<file path="config.mk">
export PLATFORM = sky130hd
export DESIGN_NAME = pru_cmd_decoder
export DESIGN_NICKNAME = d
export VERILOG_FILES = /design/src/rtl/pru_pkg.sv /design/src/rtl/pru_cmd_fifo.sv /design/src/rtl/pru_cmd_decoder.sv
export SDC_FILE = /design/constraint.sdc
export NUM_CORES = 1
export LEC_CHECK = 0
export CORE_ASPECT_RATIO = 1.1
export CORE_MARGIN = 10
export CORE_UTILIZATION = 50
export CTS_BUF_LIST = sky130_fd_sc_hd__clkbuf_4 sky130_fd_sc_hd__clkbuf_8 sky130_fd_sc_hd__clkbuf_16
export DETAILED_ROUTE_END_ITERATION = 10
export PLACE_DENSITY = 0.72
export SKIP_LAST_GASP = 1
export SLEW_MARGIN = 20
export SYNTH_ARGS = -nofsm -noshare
export SYNTH_HDL_FRONTEND = slang
export SYNTH_SLANG_ARGS = --single-unit
</file>
<file path="constraint.sdc">
create_clock -name clk -period 15.6 [get_ports clk]
set_input_delay 3.9 -clock clk [delete_from_list [all_inputs] [get_ports clk]]
set_output_delay 3.9 -clock clk [all_outputs]
set_load 0.02 [all_outputs]
</file>
<file path="src/rtl/pru_pkg.sv">
// pru_pkg: shared types and default field layout for the PRU command decoder.
package pru_pkg;
   typedef enum logic [1:0] {RECT = 2'b00, CIRCLE = 2'b01, BITMAP = 2'b10} shape_t;
   typedef enum logic {HDR = 1'b0, ARG = 1'b1} state_t;
   localparam int ROW_W_DEF = 9;
   localparam int COL_W_DEF = 10;
   localparam int COLOR_W_DEF = 2;
   localparam int HDR_COL_LO = ROW_W_DEF;
   localparam int HDR_COLOR_LO = HDR_COL_LO + COL_W_DEF;
   localparam int HDR_SHAPE_LO = HDR_COLOR_LO + COLOR_W_DEF;
   localparam int HDR_W_DEF = HDR_SHAPE_LO + 2;
   localparam int ARG_W_LO = ROW_W_DEF;
   localparam int ARG_SUB_BIT = ARG_W_LO + COL_W_DEF;
   localparam int ARG_CL_BIT = ARG_SUB_BIT + 1;
endpackage

</file>
<file path="src/rtl/pru_cmd_fifo.sv">
// pru_cmd_fifo: synchronous FIFO of complete commands with occupancy level.
module pru_cmd_fifo #(
   parameter int WIDTH = 55,
   parameter int DEPTH = 4,
   localparam int AW = $clog2(DEPTH)
) (
   input  logic             clk,
   input  logic             rst_n,
   input  logic             push,
   input  logic [WIDTH-1:0] wdata,
   input  logic             pop,
   output logic [WIDTH-1:0] rdata,
   output logic             full,
   output logic             empty,
   output logic [AW:0]      level
);
   logic [WIDTH-1:0] mem [DEPTH];
   logic [AW-1:0] wptr, rptr;
   logic push_ok, pop_ok;
   assign full = level == (AW+1)'(DEPTH);
   assign empty = level == '0;
   assign push_ok = push && !full;
   assign pop_ok = pop && !empty;
   assign rdata = mem[rptr];
   always_ff @(posedge clk or negedge rst_n)
      if (!rst_n) begin
         wptr <= '0;
         rptr <= '0;
         level <= '0;
      end else begin
         wptr <= wptr + AW'(push_ok);
         rptr <= rptr + AW'(pop_ok);
         level <= level + (AW+1)'(push_ok) - (AW+1)'(pop_ok);
      end
   always_ff @(posedge clk)
      if (push_ok) mem[wptr] <= wdata;
endmodule

</file>
<file path="src/rtl/pru_cmd_decoder.sv">
// pru_cmd_decoder: assembles header+argument host words into queued draw commands.
// Optional header timeout with sticky err under PRU_DEC_TIMEOUT_EN.
module pru_cmd_decoder
   import pru_pkg::*;
#(
   parameter int ROW_W = ROW_W_DEF,
   parameter int COL_W = COL_W_DEF,
   parameter int COLOR_W = COLOR_W_DEF,
   parameter int FIFO_DEPTH = 4,
   parameter int TIMEOUT = 1024,
   localparam int LW = $clog2(FIFO_DEPTH) + 1
) (
   input  logic               clk,
   input  logic               rst_n,
   input  logic               wr,
   input  logic [31:0]        wr_data,
   output logic               wr_ack,
   input  logic               engine_ready,
   output logic               start,
   output logic [ROW_W-1:0]   row,
   output logic [COL_W-1:0]   col,
   output logic [COLOR_W-1:0] color,
   output logic [1:0]         shape_select,
   output logic [ROW_W-1:0]   height_radius,
   output logic [COL_W-1:0]   width,
   output logic               subtract,
   output logic               color_load,
   output logic [31:0]        bitmap_address,
   output logic [LW-1:0]      fifo_level,
   output logic               busy,
   output logic               err
);
   localparam int COL_LO = ROW_W;
   localparam int COLOR_LO = COL_LO + COL_W;
   localparam int SHAPE_LO = COLOR_LO + COLOR_W;
   localparam int HDR_W = SHAPE_LO + 2;
   if (HDR_W > 32 || FIFO_DEPTH < 2 || (FIFO_DEPTH & (FIFO_DEPTH - 1)) != 0 || TIMEOUT < 1) begin : g_bad_params
      $error("pru_cmd_decoder: illegal parameter set");
   end
   state_t state, state_d;
   logic [HDR_W-1:0] hdr_q, e_hdr;
   logic [31:0] e_arg;
   logic accept, push, issue, full, empty, tmo;
   shape_t e_shape;
   pru_cmd_fifo #(.WIDTH(HDR_W + 32), .DEPTH(FIFO_DEPTH)) u_fifo (
      .clk(clk), .rst_n(rst_n), .push(push), .wdata({hdr_q, wr_data}), .pop(issue),
      .rdata({e_hdr, e_arg}), .full(full), .empty(empty), .level(fifo_level)
   );
   always_comb begin
      accept = wr && (state == HDR || !full);
      push = accept && state == ARG;
      state_d = state == HDR ? (wr ? ARG : HDR) : (push || tmo ? HDR : ARG);
   end
   always_ff @(posedge clk or negedge rst_n)
      if (!rst_n) begin
         state <= HDR;
         hdr_q <= '0;
         wr_ack <= 1'b0;
      end else begin
         state <= state_d;
         wr_ack <= accept;
         if (state == HDR && wr) hdr_q <= wr_data[HDR_W-1:0];
      end
`ifdef PRU_DEC_TIMEOUT_EN
   localparam int TW = $clog2(TIMEOUT + 1);
   logic [TW-1:0] tcnt;
   // A full FIFO stalls the host, so that wait is not charged to the timeout.
   assign tmo = state == ARG && !full && !wr && tcnt == TW'(TIMEOUT - 1);
   always_ff @(posedge clk or negedge rst_n)
      if (!rst_n) begin
         tcnt <= '0;
         err <= 1'b0;
      end else begin
         tcnt <= (state == HDR || accept) ? '0 : tcnt + TW'(!full);
         err <= err | tmo;
      end
`else
   assign tmo = 1'b0;
   assign err = 1'b0;
`endif
   assign issue = !empty && engine_ready && !start;
   assign busy = state == ARG || fifo_level != '0;
   assign e_shape = shape_t'(e_hdr[SHAPE_LO +: 2]);
   always_ff @(posedge clk or negedge rst_n)
      if (!rst_n) begin
         start <= 1'b0;
         row <= '0;
         col <= '0;
         color <= '0;
         shape_select <= '0;
         height_radius <= '0;
         width <= '0;
         subtract <= 1'b0;
         color_load <= 1'b0;
         bitmap_address <= '0;
      end else begin
         start <= issue;
         if (issue) begin
            row <= e_hdr[ROW_W-1:0];
            col <= e_hdr[COL_LO +: COL_W];
            color <= e_hdr[COLOR_LO +: COLOR_W];
            shape_select <= e_shape;
            if (e_shape[1]) bitmap_address <= e_arg;
            else begin
               height_radius <= e_arg[ROW_W-1:0];
               width <= e_arg[ROW_W +: COL_W];
               subtract <= e_arg[ROW_W+COL_W];
               color_load <= e_arg[ROW_W+COL_W+1];
            end
         end
      end
endmodule
</file>
==> results of run 1 <==
layer usage:
| layer | track usage (%) | up-vias | part of all wire (%) |
|---|---|---|---|
| li1 | - | 2419 | - |
| met4 | 3.73 | 0 | 1.6 |
| met2 | 25.8 | 153 | 53 |
| met5 | 0 | - | 0 |
| met3 | 3.74 | 34 | 6.9 |
| met1 | 18.4 | 2883 | 39 |
metrics by stage:
step,instances,hold slack [ns],power [µW]
after detailed placement,948,0.492,2390
final,1007,0.503,3190
after global placement,948,0.484,2340
after floorplan,540,0.472,1980
after CTS,1005,0.506,3240
after global routing,1005,0.517,3350
synth_stat cells, drive strengths merged (2+ instances only):
cell / n / share of area (%)
buf: 17 / 0.92
clkbuf: 6 / 0.19
dfrtp: 109 / 22
edfxtp: 220 / 54
ha: 4 / 0.41
inv: 7 / 0.22
mux2: 98 / 9.7
mux4: 55 / 10
nor2: 4 / 0.12
nor3: 2 / 0.082
nor3b: 4 / 0.29
xor2: 3 / 0.22
layout make-up:
cell class	instances	area [µm²]	share of cell area [%]
multi-input combinational	181	2700	18.1
inverter	7	26.3	0.177
clock buffer	33	791	5.32
clock inverter	24	378	2.54
sequential	329	9340	62.9
timing repair buffer	126	1240	8.32
tap	305	382	2.57
antenna	2	5.00	0.0337
cells by family (layout without fill, tap and decap cells):
kind of cell | count (synthesis) | in the layout | share of synthesized area (%)
AO/OA/AOI/OAI | 3 | 3 | 0.154
XOR/XNOR | 4 | 4 | 0.288
adder cells (fa/ha/maj) | 5 | 5 | 0.577
buffers and inverters | 30 | 190 | 1.32
flip-flops | 329 | 329 | 76.8
multiplexers | 153 | 153 | 19.9
other | 1 | 3 | 0.0309
AND/OR/NAND/NOR | 15 | 15 | 0.916
sequential cells by signal, indices dropped and copies added (netlist names):
name / cells
bitmap_address: 32
col: 10
color: 2
color_load: 1
hdr_q: 23
height_radius: 9
row: 9
shape_select: 2
start: 1
state: 1
subtract: 1
u_fifo.level: 3
u_fifo.mem: 220
u_fifo.rptr: 2
u_fifo.wptr: 2
width: 10
wr_ack: 1
how the worst max path moves through the flow:
stage / startpoint / end / cells past startpoint
after global placement: wr / u_fifo.mem[3][18] / 5
after CTS: u_fifo.level[2] / busy / 3
after global routing: u_fifo.level[1] / busy / 3
after detailed placement: wr / u_fifo.mem[3][46] / 5
final: u_fifo.level[2] / busy / 3
after floorplan: wr / u_fifo.mem[1][0] / 3
power by group through the flow:
stage	sequential [µW]	clock [µW]	combinational, µW
CTS	1370	860	1020
floorplan	1470	0	510
global route	1390	896	1060
global placement	1360	0	987
finish	1360	842	989
detailed placement	1380	0	1010
worst register-to-register path, stage by stage (launching register included):
cell                      delay [ns]
sky130_fd_sc_hd__dfrtp_1        0.43
sky130_fd_sc_hd__nor3_1         0.74
sky130_fd_sc_hd__nor3b_1        0.18
sky130_fd_sc_hd__ha_1           0.32
sky130_fd_sc_hd__inv_1          0.04
sky130_fd_sc_hd__ha_1           0.19
sky130_fd_sc_hd__fa_1           0.40
sky130_fd_sc_hd__xor2_1         0.18
sky130_fd_sc_hd__xnor2_1        0.14
==> run summary, run 1 <==
Setup repair after global routing left no endpoint under its margin. Maximum cell stage delay along the critical path: 0.74 ns. For the first-iteration detailed-routing DRC count, the log shows 332. The number of H-tree levels was 1. The slowest stage of the critical path is the sky130_fd_sc_hd__nor3_1 cell.

The detail route stage leaves a number of antenna-violating nets equal to 0. The number of synthesized register bits was 329. Total global-route track usage: 14.9%.

After synthesis the cells add up to 0.0122 mm². The post-route netlist has 32.1% of its cells at a drive strength greater than 1. For this run, design rule violations remaining after detail routing come to 0. Routability-driven placement finished with a final weighted congestion of 0.698. For the clock insertion delay at the later pin of the skew report, the log shows 0.55 ns. The worst setup path is of the reg -> out kind. The number of vias per cell after detailed routing came out at 5.45. Averaged over all synthesized cells, the footprint is 22.5 µm². For this run, the share of the core covered by cells in the final layout is 62.5%. The internal power of the cells totals 2280 µW. The run finished with clean final reports. The post-route standard cell area excluding fillers is 0.0149 mm², and the number of failing setup endpoints in the final timing report is 0. The average wire per cell in the routed design was 22.8 µm; the post-route setup TNS was 0 ns. The synthesized design contains 220 enable-type register cells. Between clock sinks in the finished design, the worst skew comes to 0.0102 ns.

CTS placed an instance of sky130_fd_sc_hd__clkbuf_16 at the clock tree root. For this block, the via count after detailed routing is 5489. The cell family contributing the most delay on the critical path was simple AND/OR/NAND/NOR gates.

The floorplan step defined a core boundary enclosing 0.0238 mm². The relative contribution of sequential cells to total power was 42.7%. Static timing analysis puts the maximum clock frequency at 158 MHz. Once the clock tree was built, the resizer swapped 0 gates to a different size. The worst setup path is captured at a primary output. The final layout contains 717 nets.

The chip height was 183 µm; the post-detailed-placement half-perimeter wirelength was 13700 µm. The buffer and inverter count on the worst path was 1; the count of synthesis-stage warnings from yosys was 0. The worst path uses 40.5% of the clock period. Via count of the first global-routing pass: 6127. In this run the power spent charging and discharging nets is 919 µW. Measured against its own limit, the worst slew margin works out to 41.5%. The number of cells on the worst reg-to-reg path is 8. Traced cell by cell, the critical path runs through nor3_1 > nand2b_1 > clkdlybuf4s50_1. The logs give 31 for the number of clock buffers inserted by TritonCTS and 12.86 ns for the worst reg-to-reg setup slack. The async set-reset flop share out of synthesis works out to 33.1%.

At the pin with the least slew margin, the transition time is 0.871 ns. Synthesis produced a netlist whose cell count is 540. The number of antenna violations at the first check in global routing is 1. Setup slack on the critical path of the routed design comes to 9.28 ns. The tools report the site row count as 59. Pin count of the biggest net entering global routing: 59.

Leaving out fill and tap cells, the most frequent cells in the layout are 220 x sky130_fd_sc_hd__edfxtp_1, 116 x sky130_fd_sc_hd__clkdlybuf4s50_1, 107 x sky130_fd_sc_hd__dfrtp_1, 78 x sky130_fd_sc_hd__mux2_2, 55 x sky130_fd_sc_hd__mux4_2. The capture instance of the worst register-to-register path is u_fifo.level[2]. Startpoint of the worst register-to-register path: u_fifo.level[2]. Data on the critical path arrives at its endpoint at 2.42 ns. The buffer depth of the longest clock path is 3. The final-report max-slew violation count is 0.

TritonCTS built the clock tree. Leading cell type in the layout, fill and taps excluded: sky130_fd_sc_hd__edfxtp_1. The number of buffers inserted by port buffering was 117; the power per standard cell area was 215 mW/mm². The tools report the kind of start point of the critical path as a flop. The area growth from synthesis to final layout was 22.2%; the post-CTS setup repair buffer count was 0.

The total overflow left after global routing is 0. For hold timing, the worst endpoint is bitmap_address[15]. The post-synthesis net count is 581, and the data required time of the critical path is 11.70 ns. The worst setup slack after placement was 9.53 ns; the instance area after placement was 0.0137 mm².

Per report_power, the combinational group accounts for 31.0% of the total. During I/O placement, the number of pins put on the boundary was 119. For this configuration, the core starts out at a cell density of 51.1%.

The die covers 0.0309 mm². The shortest clock period the worst path allows after layout was 6.32 ns. Across the run, the number of max-cap violations was 0. The worst hold path belongs to the class reg -> reg.

The first global-routing pass estimated 36200 µm of wire. The clock network burns 26.4% of the power. In the synthesized netlist the dominant register cell turns out to be sky130_fd_sc_hd__edfxtp_1.

The cell leakage power was 0.00529 µW; the count of hold buffers inserted by post-cts repair was 0. The tools report the number of clock sinks as 329. Clock-pin slew was measured on the worst setup and hold paths at 0.06 ns.

The run gives 28 as the post-synthesis cell type count. After filler insertion, the fill cell instance count of the layout stands at 1623. The startpoint of the tightest hold check path was bitmap_address[15]. Of the total power, the share spent switching nets is 28.8%.

The tools report the count of endpoints failing hold in the final timing report as 0. The largest vdd supply drop is 0.141 mV, and the final wirelength is 23000 µm. The number of iterations in the first detailed-routing pass came out at 5. In this run the horizontal extent of the chip is 169 µm.

For this run, the register share of the synthesized area comes to 76.8%. Worst hold path cell count: 1. Of all nets on the critical path, the largest fanout is 5.
Note: power is estimated with default switching activity, not from simulation.
==> run 2: changes to the inputs <==
PLACE_DENSITY = 0.75   (was 0.72)
clock period = 5.8 ns   (was 15.6 ns; I/O delays follow)
==> run summary, run 2 (synthesized netlist as in run 1, its figures left out) <==
Clock insertion delay at the later pin of the skew report: 0.56 ns (was 0.55 ns). The startpoint of the worst register-to-register path was u_fifo.level[2] (unchanged). The logs give 119 (unchanged) for the I/O pin total and 5504 (was 5489) for the number of vias in the routed layout. The count of hold buffers inserted by post-cts repair is 0 (unchanged), and the number of clock buffers inserted by TritonCTS is 31 (unchanged).

The relative contribution of sequential cells to total power is 43.9% (was 42.7%), and the upper clock frequency limit is 256 MHz. The via count of the first global-routing pass is 6131 (was 6127), and the relative max-transition margin is 34.4% (was 41.5%). The tools report the routability congestion estimate as 0.747 (was 0.698).

The site row count is 59 (unchanged), and the number of buffers inserted by port buffering is 117 (unchanged). The count of cells resized by post-cts repair came out at 0 (unchanged). The number of failing setup endpoints in the final timing report is 0 (unchanged), and the horizontal die dimension is 169 µm (unchanged). The tools report the arrival time of data at the critical path endpoint as 2.46 ns (was 2.42 ns). Register name with the most flops: u_fifo.mem (unchanged). The run gives 0.0137 mm² (about the same) as the instance area after placement.

The logs give 62.0% (was 62.5%) for the fraction of the core area covered by cells at the end of the flow and 0.0147 mm² (was 0.0149 mm²) for the post-route standard cell area excluding fillers. The pin count of the biggest net entering global routing is 79 (was 59). The run gives 32.2% (was 31.0%) as the power share of the combinational group. The shortest clock period the worst path allows after layout is 3.91 ns, and the total die area is 0.0309 mm² (unchanged). For the count of endpoints failing hold in the final timing report, the log shows 0 (unchanged).

The global-route wire length before repair came out at 35900 µm (was 36200 µm). Commonest cells after routing, fill and taps aside: 220 x sky130_fd_sc_hd__edfxtp_1, 116 x sky130_fd_sc_hd__clkdlybuf4s50_1, 107 x sky130_fd_sc_hd__dfrtp_1, 78 x sky130_fd_sc_hd__mux2_2, 55 x sky130_fd_sc_hd__mux4_2 (unchanged). The slew at the pin closest to its max-slew limit came out at 0.984 ns (was 0.871 ns). TritonCTS built the clock tree.

The run gives 0.00526 µW (was 0.00529 µW) as the cell leakage power. The logs give 0.0186 ns (was 0.0102 ns) for the final setup skew and 0 (unchanged) for the post-CTS setup repair buffer count. The max-cap check violation count was 0 (unchanged). The number of clock sinks came out at 329 (unchanged). The tools report the switching power as 2450 µW (was 919 µW). The area used by sequential logic in the layout came out at 0.00934 mm² (unchanged).

The chip height was 183 µm (unchanged); the number of iterations in the first detailed-routing pass was 4 (was 5). The launching instance or port of the critical path was u_fifo.level[2] (unchanged). The residual antenna-violating net count after detailed routing is 0 (unchanged). For the final wirelength, the log shows 22800 µm (was 23000 µm). The kind of start point of the critical path was a flop (unchanged). The total global-route track usage was 14.7% (was 14.9%). The logs give 5870 µW (was 2280 µW) for the internal power contribution and 13500 µm (was 13700 µm) for the post-detailed-placement half-perimeter wirelength. The startpoint-to-endpoint class of the critical path was reg -> out (unchanged). The power per standard cell area was 565 mW/mm² (was 215 mW/mm²). The total core area is 0.0238 mm² (unchanged). The largest vdd supply drop was 0.380 mV (was 0.141 mV); the final clock period utilization by the worst path was 67.4%. The root buffer cell is sky130_fd_sc_hd__clkbuf_16 (unchanged). The switching power as a share of total power came out at 29.5% (was 28.8%). Number of antenna violations at the first check in global routing: 1 (unchanged).

The total number of nets in the final design was 718 (was 717). The leading cell type in the layout, fill and taps excluded was sky130_fd_sc_hd__edfxtp_1 (unchanged). The run finished with clean final reports. CP cell instances: nor3_1 > nand2b_1 > clkdlybuf4s50_1 (unchanged). The proportion of power drawn by the clock network is 23.9% (was 26.4%). The run gives 0 (unchanged) as the final-report max-slew violation count. The ratio of cells with drive above 1 in the final layout works out to 32.5% (was 32.1%).

The sum of overflow across all layers after global routing was 0 (unchanged); the number of diodes was 0 (was 2). The depth of the most critical reg-to-reg path was 8 (unchanged). The clock-pin slew on the worst setup and hold paths was 0.06 ns (about the same); the average wire per cell in the routed design was 22.6 µm (was 22.8 µm).

Library cell contributing the largest single delay on the critical path: sky130_fd_sc_hd__nor3_1 (unchanged). The tools report the post-route setup TNS as 0 ns (unchanged). The tools report the endpoint class of the critical path as a primary output (unchanged). The data required time of the critical path was 4.35 ns (was 11.70 ns). The classification of the worst-slack hold path was reg -> reg (unchanged). The worst setup path endpoint is busy (unchanged). The final-layout fill cell count was 1634 (was 1623). Setup repair after global routing left no endpoint under its margin.

The first-iteration detailed-routing DRC count is 319 (was 332), and the buffer depth of the longest clock path is 3 (unchanged). The maximum cell stage delay along the critical path came out at 0.72 ns (was 0.74 ns). The run gives 1 (unchanged) as the number of H-tree levels. Area growth from synthesis to final layout: 21.3% (was 22.2%).

Largest registers ranked by flip-flop count: u_fifo.mem x220, bitmap_address x32, hdr_q x23 (unchanged). The worst reg-to-reg setup slack was 3.01 ns (was 12.86 ns). For the effective utilization at floorplan, the log shows 51.1% (unchanged). Capture instance of the worst register-to-register path: u_fifo.level[2] (unchanged).

The startpoint of the tightest hold check path is bitmap_address[15] (unchanged). The highest net fanout along the worst path came out at 5 (unchanged). The post-detailed-route DRC marker count was 0 (unchanged). The number of vias per cell after detailed routing came out at 5.47 (was 5.45). The combined area of the multi-input logic cells was 0.00271 mm² (was 0.00270 mm²). The number of flip-flops in the largest register works out to 220 (unchanged).
==> run 2: power groups by stage <==
stage,Clock [µW],Sequential (µW),Combinational [µW]
final,1990,3650,2680
after global routing,2140,3730,2880
after CTS,2030,3670,2750
after detailed placement,0,3700,2730
after global placement,0,3640,2670
after floorplan,0,3950,1380
==> run 2: per-layer routing <==
metal / vias up / part of all wire [%] / GRT usage (%)
li1: 2422 / - / -
met1: 2919 / 41 / 17.8
met2: 135 / 51 / 25.3
met3: 26 / 6.2 / 4.13
met4: 2 / 1.8 / 4.25
met5: - / 0.057 / 0
==> run 2: through the flow <==
stage	hold WS [ns]	total power (µW)	cells	setup slack (ns)
after floorplan	0.472	5330	540	1.45
after global placement	0.483	6320	949	1.84
after detailed placement	0.492	6430	949	1.77
after CTS	0.507	8450	1007	1.88
after global routing	0.523	8750	1007	1.70
final	0.504	8330	1007	1.89
==> run 2: how the worst min path moves through the flow <==
stage / cells past startpoint / slack, ns / end
final: 1 / 0.50 / bitmap_address[15]
after detailed placement: 1 / 0.49 / bitmap_address[21]
after floorplan: 0 / 0.47 / u_fifo.mem[0][32]
after global routing: 1 / 0.52 / bitmap_address[31]
after global placement: 0 / 0.48 / u_fifo.mem[0][42]
after CTS: 1 / 0.51 / bitmap_address[21]
==> run 2: cell type report <==
cell class,count,area share [%]
clock inverter,18,1.17
clock buffer,40,5.81
multi-input combinational,181,18.4
sequential,329,63.4
tap,305,2.59
timing repair buffer,127,8.47
inverter,7,0.178
==> run 2: worst max-delay path, delay by kind of cell (launching register included) <==
family,cells,cell delay [ns]
and+or+nand+nor,2,0.89
DFF,1,0.43
buffers and inverters,1,0.59
==> run 3: changes to the inputs <==
clock period = 3.45 ns   (was 5.8 ns; I/O delays follow)
==> run summary, run 3 (synthesized netlist as in run 1, its figures left out) <==
For the total global-route track usage, the log shows 14.6% (was 14.7%). The worst reg-to-reg setup slack was 0.85 ns (was 3.01 ns); the number of iterations in the first detailed-routing pass was 4 (unchanged). The final non-filler cell total is 1012 (was 1007).

The buffer and inverter count on the worst path came out at 2 (was 1). The tools report the I/O pin total as 119 (unchanged). The number of H-tree levels was 1 (unchanged). The final-report max-slew violation count came out at 0 (unchanged). The clock-pin slew on the worst setup and hold paths came out at 0.06 ns (about the same). The max-cap check violation count is 0 (unchanged), and the final setup skew is 0.0202 ns (was 0.0186 ns).

The tools report the root buffer cell as sky130_fd_sc_hd__clkbuf_16 (unchanged). Classification of the worst-slack hold path: in -> async (was reg -> reg). For the cell leakage power, the log shows 0.00532 µW (was 0.00526 µW).

The count of hold buffers inserted by post-cts repair was 0 (unchanged); the shortest clock period the worst path allows after layout was 2.87 ns. The chip height was 183 µm (unchanged). The highest net fanout along the worst path is 5 (unchanged).

The tools report the endpoint class of the critical path as a primary output (unchanged). The slew at the pin closest to its max-slew limit was 0.822 ns (was 0.984 ns). The run finished with clean final reports. The tools report the residual antenna-violating net count after detailed routing as 0 (unchanged). The upper clock frequency limit was 349 MHz; the instance area after placement was 0.0138 mm² (was 0.0137 mm²). For the buffer depth of the longest clock path, the log shows 3 (unchanged).

The tools report the number of diodes as 0 (unchanged). Setup repair after global routing left no endpoint under its margin. The run gives 2.00 ns (was 2.46 ns) as the arrival time of data at the critical path endpoint. The area growth from synthesis to final layout is 22.3% (was 21.3%), and the post-detailed-placement half-perimeter wirelength is 13500 µm (about the same). The total core area was 0.0238 mm² (unchanged); the number of vias per cell after detailed routing was 5.41 (was 5.47). The ratio of cells with drive above 1 in the final layout was 33.1% (was 32.5%). CP cell instances: nor3_1 > buf_4 > nand2b_1 > clkdlybuf4s50_1 (was nor3_1 > nand2b_1 > clkdlybuf4s50_1). The post-route standard cell area excluding fillers is 0.0149 mm² (was 0.0147 mm²), and the total number of nets in the final design is 723 (was 718).

For the total die area, the log shows 0.0309 mm² (unchanged). The tools report the startpoint of the worst register-to-register path as u_fifo.rptr[0] (was u_fifo.level[2]). Depth of the most critical reg-to-reg path: 4 (was 8).

TritonCTS built the clock tree. For the number of clock sinks, the log shows 329 (unchanged). The logs give 0 (unchanged) for the count of endpoints failing hold in the final timing report and 6297 (was 6131) for the via count of the first global-routing pass. The cell family contributing the most delay on the critical path was buffers and inverters (was simple AND/OR/NAND/NOR gates). The data required time of the critical path was 2.59 ns (was 4.35 ns); the number of failing setup endpoints in the final timing report was 0 (unchanged).

The clock insertion delay at the later pin of the skew report is 0.55 ns (was 0.56 ns). The sum of overflow across all layers after global routing is 0 (unchanged), and the number of buffers inserted by port buffering is 117 (unchanged). Leading cell type in the layout, fill and taps excluded: sky130_fd_sc_hd__edfxtp_1 (unchanged). The maximum cell stage delay along the critical path was 0.55 ns (was 0.72 ns).

The logs give 0.736 (was 0.747) for the routability congestion estimate and 954 (was 949) for the number of cells after detailed placement. The average wire per cell in the routed design was 22.2 µm (was 22.6 µm). The final-layout fill cell count is 1643 (was 1634). The run gives 0.344 ns (was 0.504 ns) as the post-route worst hold slack. Site row count: 59 (unchanged).

The logs give 35700 µm (was 35900 µm) for the global-route wire length before repair and 31 (unchanged) for the number of clock buffers inserted by TritonCTS. For the largest vdd supply drop, the log shows 0.647 mV (was 0.380 mV). The final clock period utilization by the worst path was 83.1%. The number of flip-flops in the largest register is 220 (unchanged), and the number of vias in the routed layout is 5471 (was 5504). The effective utilization at floorplan was 51.1% (unchanged).

The tools report the post-detailed-route DRC marker count as 0 (unchanged). Commonest cells after routing, fill and taps aside: 220 x sky130_fd_sc_hd__edfxtp_1, 116 x sky130_fd_sc_hd__clkdlybuf4s50_1, 107 x sky130_fd_sc_hd__dfrtp_1, 78 x sky130_fd_sc_hd__mux2_2, 55 x sky130_fd_sc_hd__mux4_2 (unchanged). The horizontal die dimension is 169 µm (unchanged). First-iteration detailed-routing DRC count: 346 (was 319). For the relative max-transition margin, the log shows 45.2% (was 34.4%). Kind of start point of the critical path: a flop (unchanged). The final wirelength came out at 22500 µm (was 22800 µm).

The pin count of the biggest net entering global routing is 56 (was 79), and the number of antenna violations at the first check in global routing is 0 (was 1). Library cell contributing the largest single delay on the critical path: sky130_fd_sc_hd__clkdlybuf4s50_1 (was sky130_fd_sc_hd__nor3_1). The power per standard cell area works out to 945 mW/mm² (was 565 mW/mm²). Largest registers ranked by flip-flop count: u_fifo.mem x220, bitmap_address x32, hdr_q x23 (unchanged). The tools report the post-route setup TNS as 0 ns (unchanged). The capture instance of the worst register-to-register path is height_radius[2] (was u_fifo.level[2]). The fraction of the core area covered by cells at the end of the flow is 62.5% (was 62.0%). The startpoint-to-endpoint class of the critical path is reg -> out (unchanged).

The register name with the most flops was u_fifo.mem (unchanged). The post-CTS setup repair buffer count came out at 0 (unchanged). Count of cells resized by post-cts repair: 0 (unchanged).
==> run 3: worst max-delay path by stage <==
stage,startpoint,endpoint,slack (ns),cells past startpoint
2_1_floorplan,wr,u_fifo.mem[3][0],0.39,4
3_3_place_gp,engine_ready,u_fifo.level[2],0.55,8
5_1_grt,u_fifo.level[2],busy,0.44,4
6_report,u_fifo.level[2],busy,0.58,4
3_5_place_dp,engine_ready,u_fifo.level[2],0.43,8
4_1_cts,u_fifo.level[2],busy,0.55,4
==> run 3: report_power, final <==
group / leakage (µW) / total [µW] / internal (µW) / switching (µW)
clock network: 0.000517 / 3360 / 1990 / 1370
logic: 0.00152 / 4500 / 2420 / 2090
registers: 0.00328 / 6170 / 5520 / 648
==> run 3: layout make-up <==
class | instances | area, µm² | area share, %
timing repair buffer | 132 | 1370 | 9.21
tap | 305 | 382 | 2.57
sequential | 329 | 9340 | 62.8
inverter | 7 | 26.3 | 0.177
clock buffer | 42 | 871 | 5.86
multi-input combinational | 181 | 2710 | 18.2
clock inverter | 16 | 164 | 1.10
==> run 3: metal layers <==
| metal | GRT usage [%] | share of wire, % | vias to the layer above |
|---|---|---|---|
| li1 | - | - | 2429 |
| met5 | 0 | 0 | - |
| met4 | 3.55 | 1.4 | 0 |
| met1 | 17.4 | 40 | 2911 |
| met2 | 26.2 | 53 | 106 |
| met3 | 3.31 | 5.2 | 25 |
==> run 3: metrics by stage <==
stage / power (µW) / setup slack, ns
after floorplan: 8970 / 0.387
after global placement: 10700 / 0.550
after detailed placement: 10900 / 0.427
after CTS: 14300 / 0.550
after global routing: 14800 / 0.440
final: 14000 / 0.585
